--- src/rtl/aes_word_serializer.sv ---
// aes_word_serializer: splits one 128-bit AES block into four 32-bit bus words.
// Each word gets a setup phase with bus_cs low, then a chip-select phase with bus_cs high until bus_ack.
// Ports:
//   clk, rst_n                  - clock and synchronous active-low reset
//   blk_in, blk_valid, blk_ready - block input handshake
//   word_out, bus_cs, bus_ack   - word and chip-select to the bus driver, acknowledge from the consumer
//   word_idx                    - index of the word currently on word_out
//   done                        - one-cycle pulse after the last word is acknowledged
//   timeout_err, clr_err        - sticky acknowledge-timeout flag and its clear
// Optional macro AES_SER_LSW_FIRST_EN: send the least significant word first.
module aes_word_serializer #(
    parameter int BLOCK_W      = 128,
    parameter int WORD_W       = 32,
    parameter int SETUP_CYCLES = 1,
    parameter int ACK_TIMEOUT  = 255
) (
    input  logic               clk,
    input  logic               rst_n,
    input  logic [BLOCK_W-1:0] blk_in,
    input  logic               blk_valid,
    output logic               blk_ready,
    output logic [WORD_W-1:0]  word_out,
    output logic               bus_cs,
    input  logic               bus_ack,
    output logic [1:0]         word_idx,
    output logic               done,
    output logic               timeout_err,
    input  logic               clr_err
);

    typedef enum logic [1:0] {
        IDLE,
        SETUP,
        DRIVE,
        TURN
    } state_t;

    localparam logic [3:0] SETUP_LAST = 4'(SETUP_CYCLES - 1);
    localparam logic [9:0] TO_LAST    = 10'(ACK_TIMEOUT - 1);

    state_t             state, state_nxt;
    logic [BLOCK_W-1:0] shadow, shadow_nxt;
    logic [1:0]         idx, idx_nxt;
    logic [3:0]         scnt, scnt_nxt;
    logic [9:0]         tcnt, tcnt_nxt;
    logic               err_set;

    logic               ready_nxt;
    logic               cs_nxt;
    logic               done_nxt;
    logic               err_nxt;
    logic [WORD_W-1:0]  word_sel;
    logic [WORD_W-1:0]  word_nxt;

    // State register, counters and registered outputs
    always_ff @(posedge clk) begin
        if (!rst_n) begin
            state       <= IDLE;
            shadow      <= '0;
            idx         <= '0;
            scnt        <= '0;
            tcnt        <= '0;
            blk_ready   <= 1'b1;
            word_out    <= '0;
            bus_cs      <= 1'b0;
            word_idx    <= '0;
            done        <= 1'b0;
            timeout_err <= 1'b0;
        end else begin
            state       <= state_nxt;
            shadow      <= shadow_nxt;
            idx         <= idx_nxt;
            scnt        <= scnt_nxt;
            tcnt        <= tcnt_nxt;
            blk_ready   <= ready_nxt;
            word_out    <= word_nxt;
            bus_cs      <= cs_nxt;
            word_idx    <= idx_nxt;
            done        <= done_nxt;
            timeout_err <= err_nxt;
        end
    end

    // Next-state logic
    always_comb begin
        state_nxt  = state;
        shadow_nxt = shadow;
        idx_nxt    = idx;
        scnt_nxt   = scnt;
        tcnt_nxt   = tcnt;
        err_set    = 1'b0;
        unique case (state)
            IDLE: begin
                idx_nxt = '0;
                if (blk_valid && blk_ready) begin
                    shadow_nxt = blk_in;
                    scnt_nxt   = '0;
                    state_nxt  = SETUP;
                end
            end
            SETUP: begin
                if (scnt == SETUP_LAST) begin
                    tcnt_nxt  = '0;
                    state_nxt = DRIVE;
                end else begin
                    scnt_nxt = scnt + 4'd1;
                end
            end
            DRIVE: begin
                // An ack arriving on the expiry cycle still counts as an ack
                if (bus_ack) begin
                    if (idx == 2'd3) begin
                        state_nxt = TURN;
                    end else begin
                        idx_nxt   = idx + 2'd1;
                        scnt_nxt  = '0;
                        state_nxt = SETUP;
                    end
                end else if (tcnt == TO_LAST) begin
                    err_set   = 1'b1;
                    idx_nxt   = '0;
                    state_nxt = IDLE;
                end else begin
                    tcnt_nxt = tcnt + 10'd1;
                end
            end
            TURN: begin
                idx_nxt   = '0;
                state_nxt = IDLE;
            end
            default: state_nxt = IDLE;
        endcase
    end

    // Word selection; uses next-cycle shadow so word 0 appears right after capture
    always_comb begin
        word_sel = '0;
        unique case (idx_nxt)
`ifdef AES_SER_LSW_FIRST_EN
            2'd0: word_sel = shadow_nxt[WORD_W-1:0];
            2'd1: word_sel = shadow_nxt[2*WORD_W-1:WORD_W];
            2'd2: word_sel = shadow_nxt[3*WORD_W-1:2*WORD_W];
            2'd3: word_sel = shadow_nxt[4*WORD_W-1:3*WORD_W];
`else
            2'd0: word_sel = shadow_nxt[4*WORD_W-1:3*WORD_W];
            2'd1: word_sel = shadow_nxt[3*WORD_W-1:2*WORD_W];
            2'd2: word_sel = shadow_nxt[2*WORD_W-1:WORD_W];
            2'd3: word_sel = shadow_nxt[WORD_W-1:0];
`endif
            default: word_sel = '0;
        endcase
    end

    // Output decode from the next state, registered above.
    // The word only changes on entry to SETUP, so bus_cs is low whenever word_out moves.
    always_comb begin
        ready_nxt = (state_nxt == IDLE);
        cs_nxt    = (state_nxt == DRIVE);
        done_nxt  = (state_nxt == TURN);
        word_nxt  = '0;
        if (state_nxt == SETUP || state_nxt == DRIVE) begin
            word_nxt = word_sel;
        end
        // Setting the error takes priority over clearing it
        err_nxt = err_set | (timeout_err & ~clr_err);
    end

endmodule
--- config.mk ---
export PLATFORM = sky130hd
export DESIGN_NAME = aes_word_serializer
export DESIGN_NICKNAME = d
export VERILOG_FILES = /design/src/rtl/aes_word_serializer.sv
export SDC_FILE = /design/constraint.sdc
export NUM_CORES = 1
export LEC_CHECK = 0
export CORE_UTILIZATION = 54
export DETAILED_ROUTE_END_ITERATION = 10
export PLACE_DENSITY = 0.83
export RECOVER_POWER = 100
export SETUP_SLACK_MARGIN = 0.4
export SYNTH_ARGS = -nofsm -noshare
export SYNTH_HDL_FRONTEND = slang
export SYNTH_SLANG_ARGS = --single-unit
--- constraint.sdc ---
create_clock -name clk -period 5.5 [get_ports clk]
set_input_delay 1.1 -clock clk [delete_from_list [all_inputs] [get_ports clk]]
set_output_delay 1.1 -clock clk [all_outputs]
set_load 0.01 [all_outputs]
==> reports/metrics.csv, run 1 <==
stage,metric,value,unit
run_status,status,"complete, but fails checks",
run_status,failing checks,"capacitance limit, slew limit",
clock_tree,clk sinks,182,
sta,Final period util,82.25,%
cells_and_area,"non-filler cells, final",1060,
synth,top cell type's share of synthesized area,48.00,%
synth,ranking of synthesized cells by area,"dfxtp_1 (48%), mux2i_1 (21%), nor2b_1 (11%)",
placed_design,Port-buffer cells,170,
pwr,Comb pwr share,18.1,%
setup_path,R2R cell count,10,
global_route,largest net degree at the start of global routing,129,
sta,Final Hold Fails,0,
floorplanning,Initial Utilization,56.43,%
placed_design,dpl hpwl,11860,um
sta,unrepaired setup endpoints after global routing,false,
placed_design,routability cong.,0.8676,
cells_and_area,area of the multi-input gates,3671,sq um
clock_tree,CTS H-tree lvls,4,
synth,Post-Synthesis Cell Area,7591,sq um
sta,Fmax,221.1,MHz
setup_path,CP Capture Type,flip-flop,
synth,asr flop ratio synth,0,%
sta,post-route setup slack,976.5,ps
pwr,Leakage,4.124,nW
cells_and_area,layout cells sized above 1,4.412,%
clock_tree,CTS tree,done,
clock_tree,TritonCTS Buffers,17,
sta,Worst-Margin Slew,2700,ps
drt,DRC,0,
floorplanning,Die Y,120.6,um
floorplanning,Site Rows,42,
hold_path,hold path depth,1,
drt,DRT antenna net count,0,
pwr,Net Sw Frac,24.48,%
synth,Avg Inst Size Synth,10.44,sq um
placed_design,Inst Count DP,1028,
synth,sequential area share after synthesis,48.00,%
cells_and_area,ANT cells,0,
synth,number of synthesized flops with an enable pin,0,
synth,"FF+latch count, synth",182,
flow_run,Max Cap Viol,3,
synth,synth unique cells,43,
drt,Routed WL per cell,16.72,um
global_route,global route total overflow,0,
global_route,initial antenna violation count,0,
drt,via count,5666,
clock_tree,clk buf depth,2,
sta,relative slew slack,-81.18,%
synth,"top cells by count, synth","dfxtp_1 (182), mux2i_1 (160), nor2b_1 (132)",
pwr,sequential power share,45.3,%
pwr,VDD IR max,0.1891,mV
setup_path,"Req. time, crit path",5860,ps
setup_path,CP Max Fanout,17,
synth,Synth warnings,0,
sta,fin. max-slew vios,244,
sta,Fin Setup TNS,0,ps
synth,Main synth FF type,dfxtp_1,
sta,worst hold slack,494.8,ps
placed_design,Post-DP Area,9331,sq um
clock_tree,clock-pin slew of the registers on the worst-case setup and hold paths,60,ps
floorplanning,core area,13450,sq um
cells_and_area,design area,9871,sq um
setup_path,worst reg-to-reg setup slack,980,ps
drt,DRT Pass-1 Iters,4,
setup_path,Critical Path Start,tcnt[1]$_SDFFE_PN0P_,
clock_tree,clock root buffer,clkbuf_16,
cells_and_area,Final nets,1011,
cells_and_area,sequential cell area,3643,sq um
synth,dominant cell type by area after synthesis,dfxtp_1,
clock_tree,CTS Hold Bufs,0,
floorplanning,Die ar.,14540,sq um
clock_tree,post-CTS resize count,0,
setup_path,WS Path Type,flip-flop to flip-flop,
drt,detailed-route wire length,17720,um
synth,Post-Syn Nets,867,
placed_design,dpl ws,1257,ps
global_route,vias in the first global route,5885,
setup_path,"Data arrival, critical path",4880,ps
pwr,Clock power frac,36.5,%
pwr,net switching power,0.0007861,W
floorplanning,I/O pin count,171,
global_route,GRT Resource Usage Total,24.84,%
synth,Post-Synthesis Cells,727,
drt,initial drt markers,341,
synth,top-count cell post-synth,dfxtp_1,
hold_path,HP Start,scnt[3]$_SDFFE_PN0P_,
clock_tree,latest clock arrival within the worst-skew pair,420,ps
clock_tree,Post-CTS Setup Inserts,0,
sta,Fin Clk Skew,7.743,ps
drt,Vias/cell,5.345,
cells_and_area,area delta synth->final,30.03,%
sta,final setup vio count,0,
pwr,internal power,0.002425,W
hold_path,worst hold path type,flip-flop to flip-flop,
pwr,PD cells,325.3,nW/um^2
cells_and_area,Filler cells,982,
global_route,first-pass GRT wire length,28120,um
floorplanning,Die W,120.6,um
setup_path,Setup crit start kind,flip-flop,
sta,Final Critical Period,4524,ps
setup_path,worst reg2reg path startpoint,tcnt[1]$_SDFFE_PN0P_,
## cells by family (layout without fill, tap and decap cells)
group / Yosys count / count (layout) / share of synthesized area, %
simple gates: 253 / 253 / 18.21
flops: 182 / 182 / 48.00
mux: 160 / 160 / 21.10
compound gates: 60 / 60 / 6.906
buf+inv: 57 / 214 / 3.709
xor+xnor: 8 / 8 / 0.9231
fa+ha+maj: 7 / 7 / 1.154
## placed cells by master, fill, tap and decap left out, types with 2 or more instances in the layout
| master | n |
|---|---|
| dfxtp_1 | 182 |
| mux2i_1 | 160 |
| nor2b_1 | 132 |
| clkdlybuf4s50_1 | 129 |
| nand2_1 | 78 |
| dlygate4sd3_1 | 40 |
| a32o_1 | 33 |
| clkbuf_16 | 17 |
| nor2_1 | 11 |
| inv_1 | 8 |
| xnor2_1 | 8 |
| nand3_1 | 7 |
| a21oi_1 | 7 |
| ha_1 | 7 |
| and2_1 | 6 |
| clkbuf_8 | 6 |
| nand2b_1 | 3 |
| o21ai_0 | 3 |
| clkinvlp_4 | 3 |
| clkinv_2 | 3 |
| clkbuf_1 | 3 |
| nor3_1 | 2 |
| a31oi_1 | 2 |
| o211a_1 | 2 |
| a21boi_0 | 2 |
| o21a_1 | 2 |
| a211oi_1 | 2 |
| buf_4 | 2 |
## final cells by class
cell class | count | area share [%]
Multi-Input combinational cell | 488 | 37.19
Sequential cell | 182 | 36.91
Timing Repair Buffer | 174 | 17.45
Clock buffer | 25 | 5.222
Tap cell | 176 | 2.231
Clock inverter | 7 | 0.6845
Inverter | 8 | 0.3042
## stage by stage
step / total power (W) / util (%)
final: 0.003211 / 73.37
after global routing: 0.003349 / 73.37
after CTS: 0.003222 / 73.70
after detailed placement: 0.002058 / 69.36
after global placement: 0.002032 / 69.36
after floorplan: 0.001839 / -
## state kept, by name, indices dropped and copies added, names as in the netlist
| signal | flops |
|---|---|
| shadow | 128 |
| bus_cs | 1 |
| scnt | 4 |
| tcnt | 10 |
| word_out | 32 |
| done | 1 |
| blk_ready | 1 |
| idx | 2 |
| state | 2 |
| timeout_err | 1 |
## worst max-delay path: stages, from the launching register on
cell,delay (ps)
dfxtp_1,420
ha_1,170
or3b_1,410
o311ai_1,1040
nand2_1,130
a31oi_1,310
inv_1,120
ha_1,310
nor3b_2,940
buf_4,400
a32o_1,210
## power groups by stage
| stage | sequential (W) | clock (W) | combinational, W |
|---|---|---|---|
| final | 0.00146 | 0.00117 | 0.000582 |
| after CTS | 0.00146 | 0.00119 | 0.000579 |
| after detailed placement | 0.00148 | 0 | 0.000574 |
| after global routing | 0.00146 | 0.00125 | 0.000634 |
| after floorplan | 0.00148 | 0 | 0.000356 |
| after global placement | 0.00148 | 0 | 0.000551 |
## path summary, 6_finish.rpt
kind	to
min	scnt[3]$_SDFFE_PN0P_
max reg2reg	word_out[20]$_SDFF_PN0_
max	word_out[20]$_SDFF_PN0_
min reg2reg	scnt[3]$_SDFFE_PN0P_
## layer usage
| metal | GRT usage, % | vias up | routed length, um |
|---|---|---|---|
| met5 | 0 | - | 0 |
| met4 | 9.722 | 0 | 287 |
| met3 | 6.462 | 18 | 1091 |
| met2 | 43.61 | 171 | 8969 |
| met1 | 28.77 | 2708 | 7375 |
| li1 | - | 2769 | - |
(Power assumes the default switching activity.)
==> run 2: changes to the inputs <==
CORE_UTILIZATION = 45   (was 54)
PLACE_DENSITY = 0.74   (was 0.83)
clock period = 3.8 ns   (was 5.5 ns; I/O delays follow)
==> run 2 against run 1 <==
Die area increased by 20%. Sequential cell count unchanged. Clock skew is essentially flat. Final area grew 2.3%. Fmax up 46%. Sequential power up 44%. The run still ends with capacitance limit, slew limit left. Critical path depth unchanged. Count of clock-buffer cells in the layout decreased by 7. Largest power group unchanged. Highest routed layer unchanged. Power increased by 52%.
==> reports/metrics.csv, run 2 (synthesis gave the netlist of run 1 again) <==
stage,metric,value,unit,change
run_status,status,"complete, but fails checks",,
run_status,failing checks,"capacitance limit, slew limit",,
drt,Routed WL per cell,15.39,um,-7.9%
sta,final setup vio count,0,,unchanged
floorplanning,Die Y,131.9,um,+9.4%
sta,relative slew slack,-17.49,%,+64 points
pwr,Leakage,4.225,nW,+2.4%
setup_path,CP Capture Type,flip-flop,,
clock_tree,CTS Hold Bufs,0,,unchanged
sta,fin. max-slew vios,34,,-86%
cells_and_area,most frequent cells in the layout,"dfxtp_1 (182), mux2i_1 (160), nor2b_1 (132), clkdlybuf4s50_1 (129), nand2_1 (78)",,
clock_tree,CTS H-tree lvls,4,,unchanged
setup_path,crit path cell chain,"ha_1, or3b_1, o311ai_0, nand2_1, a31oi_1, inv_1, ha_1, and3b_1, clkbuf_2, a32o_1",,
cells_and_area,Largest register FFs,128,,unchanged
sta,post-route setup slack,704.7,ps,-271.8 ps
sta,Final Critical Period,3095,ps,-1428 ps
sta,Fmax,323.1,MHz,+46%
global_route,largest net degree at the start of global routing,114,,-12%
clock_tree,clock-pin slew of the registers on the worst-case setup and hold paths,70,ps,about the same
drt,DRT antenna net count,0,,unchanged
pwr,VDD IR max,0.3262,mV,+73%
global_route,first-pass GRT wire length,27540,um,-2.1%
clock_tree,post-CTS resize count,0,,unchanged
placed_design,Post-DP Area,9472,sq um,+1.5%
global_route,vias in the first global route,5468,,-7.1%
floorplanning,Die W,131.9,um,+9.4%
placed_design,dpl ws,676.3,ps,-580.6 ps
drt,initial drt markers,243,,-29%
cells_and_area,Final nets,1019,,+0.79%
floorplanning,Initial Utilization,45.94,%,-10 points
cells_and_area,most flop-heavy register,shadow,,
pwr,PD cells,482.2,nW/um^2,+48%
clock_tree,clk buf depth,2,,unchanged
drt,detailed-route wire length,17130,um,-3.3%
sta,Worst-Margin Slew,1762,ps,-937.3 ps
setup_path,"Req. time, crit path",4120,ps,-1740 ps
cells_and_area,layout cells sized above 1,5.493,%,+1.1 points
drt,DRT Pass-1 Iters,4,,unchanged
cells_and_area,"most common cell after layout, fill and taps aside",dfxtp_1,,
setup_path,crit-path max cell delay,420,ps,-620 ps
drt,Vias/cell,4.954,,-7.3%
placed_design,routability cong.,0.7812,,-10%
clock_tree,Post-CTS Setup Inserts,0,,unchanged
sta,Fin Setup TNS,0,ps,unchanged
global_route,initial antenna violation count,1,,+1
sta,Fin Clk Skew,7.726,ps,-0.01713 ps
global_route,GRT Resource Usage Total,20.04,%,-4.8 points
floorplanning,Site Rows,47,,+12%
placed_design,dpl hpwl,11160,um,-5.9%
clock_tree,CTS tree,done,,
global_route,global route total overflow,0,,unchanged
clock_tree,clock root buffer,clkbuf_16,,
setup_path,Worst path slowest cell,dfxtp_1,,
hold_path,worst hold path type,flip-flop to flip-flop,,
cells_and_area,largest registers,"shadow: 128 flops, word_out: 32 flops, tcnt: 10 flops",,
flow_run,Max Cap Viol,1,,-2
cells_and_area,area of the multi-input gates,3667,sq um,-0.10%
clock_tree,TritonCTS Buffers,17,,unchanged
drt,via count,5514,,-2.7%
drt,DRC,0,,unchanged
placed_design,Port-buffer cells,170,,unchanged
cells_and_area,design area,10090,sq um,+2.3%
floorplanning,Die ar.,17390,sq um,+20%
setup_path,WS Path Type,flip-flop to flip-flop,,
floorplanning,core area,16520,sq um,+23%
setup_path,CP Max Fanout,16,,-1
setup_path,critical path's most frequent cell,ha_1,,
clock_tree,latest clock arrival within the worst-skew pair,430,ps,about the same
sta,Final period util,81.45,%,-0.79 points
cells_and_area,sequential cell area,3643,sq um,unchanged
clock_tree,clk sinks,182,,unchanged
sta,unrepaired setup endpoints after global routing,false,,
sta,Final Hold Fails,0,,unchanged
floorplanning,I/O pin count,171,,unchanged
cells_and_area,area delta synth->final,32.96,%,
setup_path,Setup crit start kind,flip-flop,,
cells_and_area,Filler cells,1381,,+41%
setup_path,"Data arrival, critical path",3420,ps,-1460 ps
## run 2: cell types whose count changed in the layout (fill, tap and decap cells not counted), moves of 2 or more
cell | previous run | this run
inv_6 | 0 | 5
bufinv_16 | 1 | 5
clkbuf_1 | 3 | 1
clkinvlp_4 | 3 | 0
clkbuf_8 | 6 | 1
buf_4 | 2 | 7
buf_12 | 0 | 3
## run 2: final timing paths
kind | start | endpoint | slack, ps | cells after the start
max | tcnt[1]$_SDFFE_PN0P_ | word_out[20]$_SDFF_PN0_ | 700 | 10
min reg2reg | scnt[3]$_SDFFE_PN0P_ | scnt[3]$_SDFFE_PN0P_ | 470 | 1
max reg2reg | tcnt[1]$_SDFFE_PN0P_ | word_out[20]$_SDFF_PN0_ | 700 | 10
min | scnt[3]$_SDFFE_PN0P_ | scnt[3]$_SDFFE_PN0P_ | 470 | 1
## run 2: routing by layer
layer  share of wire [%]  vias up  GRT usage [%]
met2                  45      137          32.01
met4                 2.3        0          9.238
li1                    -     2787              -
met5                   0        -              0
met3                 5.9       28          5.729
met1                  47     2562          24.99
## run 2: report_power, final
part	internal, W	switching (W)
Combinational	0.000425	0.000388
Sequential	0.00206	0.0000443
Clock	0.00119	0.000759
Total	0.00368	0.00119
## run 2: worst max-delay path: cells and delay by family (launching register included)
kind / cells / cell delay (ps)
buffers and inverters: 2 / 390
AO/OA/AOI/OAI: 3 / 950
flip-flops: 1 / 420
AND/OR/NAND/NOR: 3 / 690
adder cells (fa/ha/maj): 2 / 540
## run 2: per-stage QoR
step	cells	power (W)	hold WS (ps)	utilization [%]
floorplan	727	0.002661	432.6	-
global placement	1080	0.002965	455.3	57.32
detailed placement	1080	0.002977	461.0	57.32
CTS	1112	0.004923	473.4	61.29
global route	1113	0.005060	489.3	61.08
finish	1113	0.004867	471.6	61.08
## run 2: final cells by class
class	count	share of cell area, %
Timing Repair Buffer	182	18.01
Tap cell	220	2.727
Multi-Input combinational cell	488	36.33
Antenna cell	1	0.02479
Inverter	8	0.2975
Clock buffer	18	4.351
Sequential cell	182	36.10
Clock inverter	14	2.157
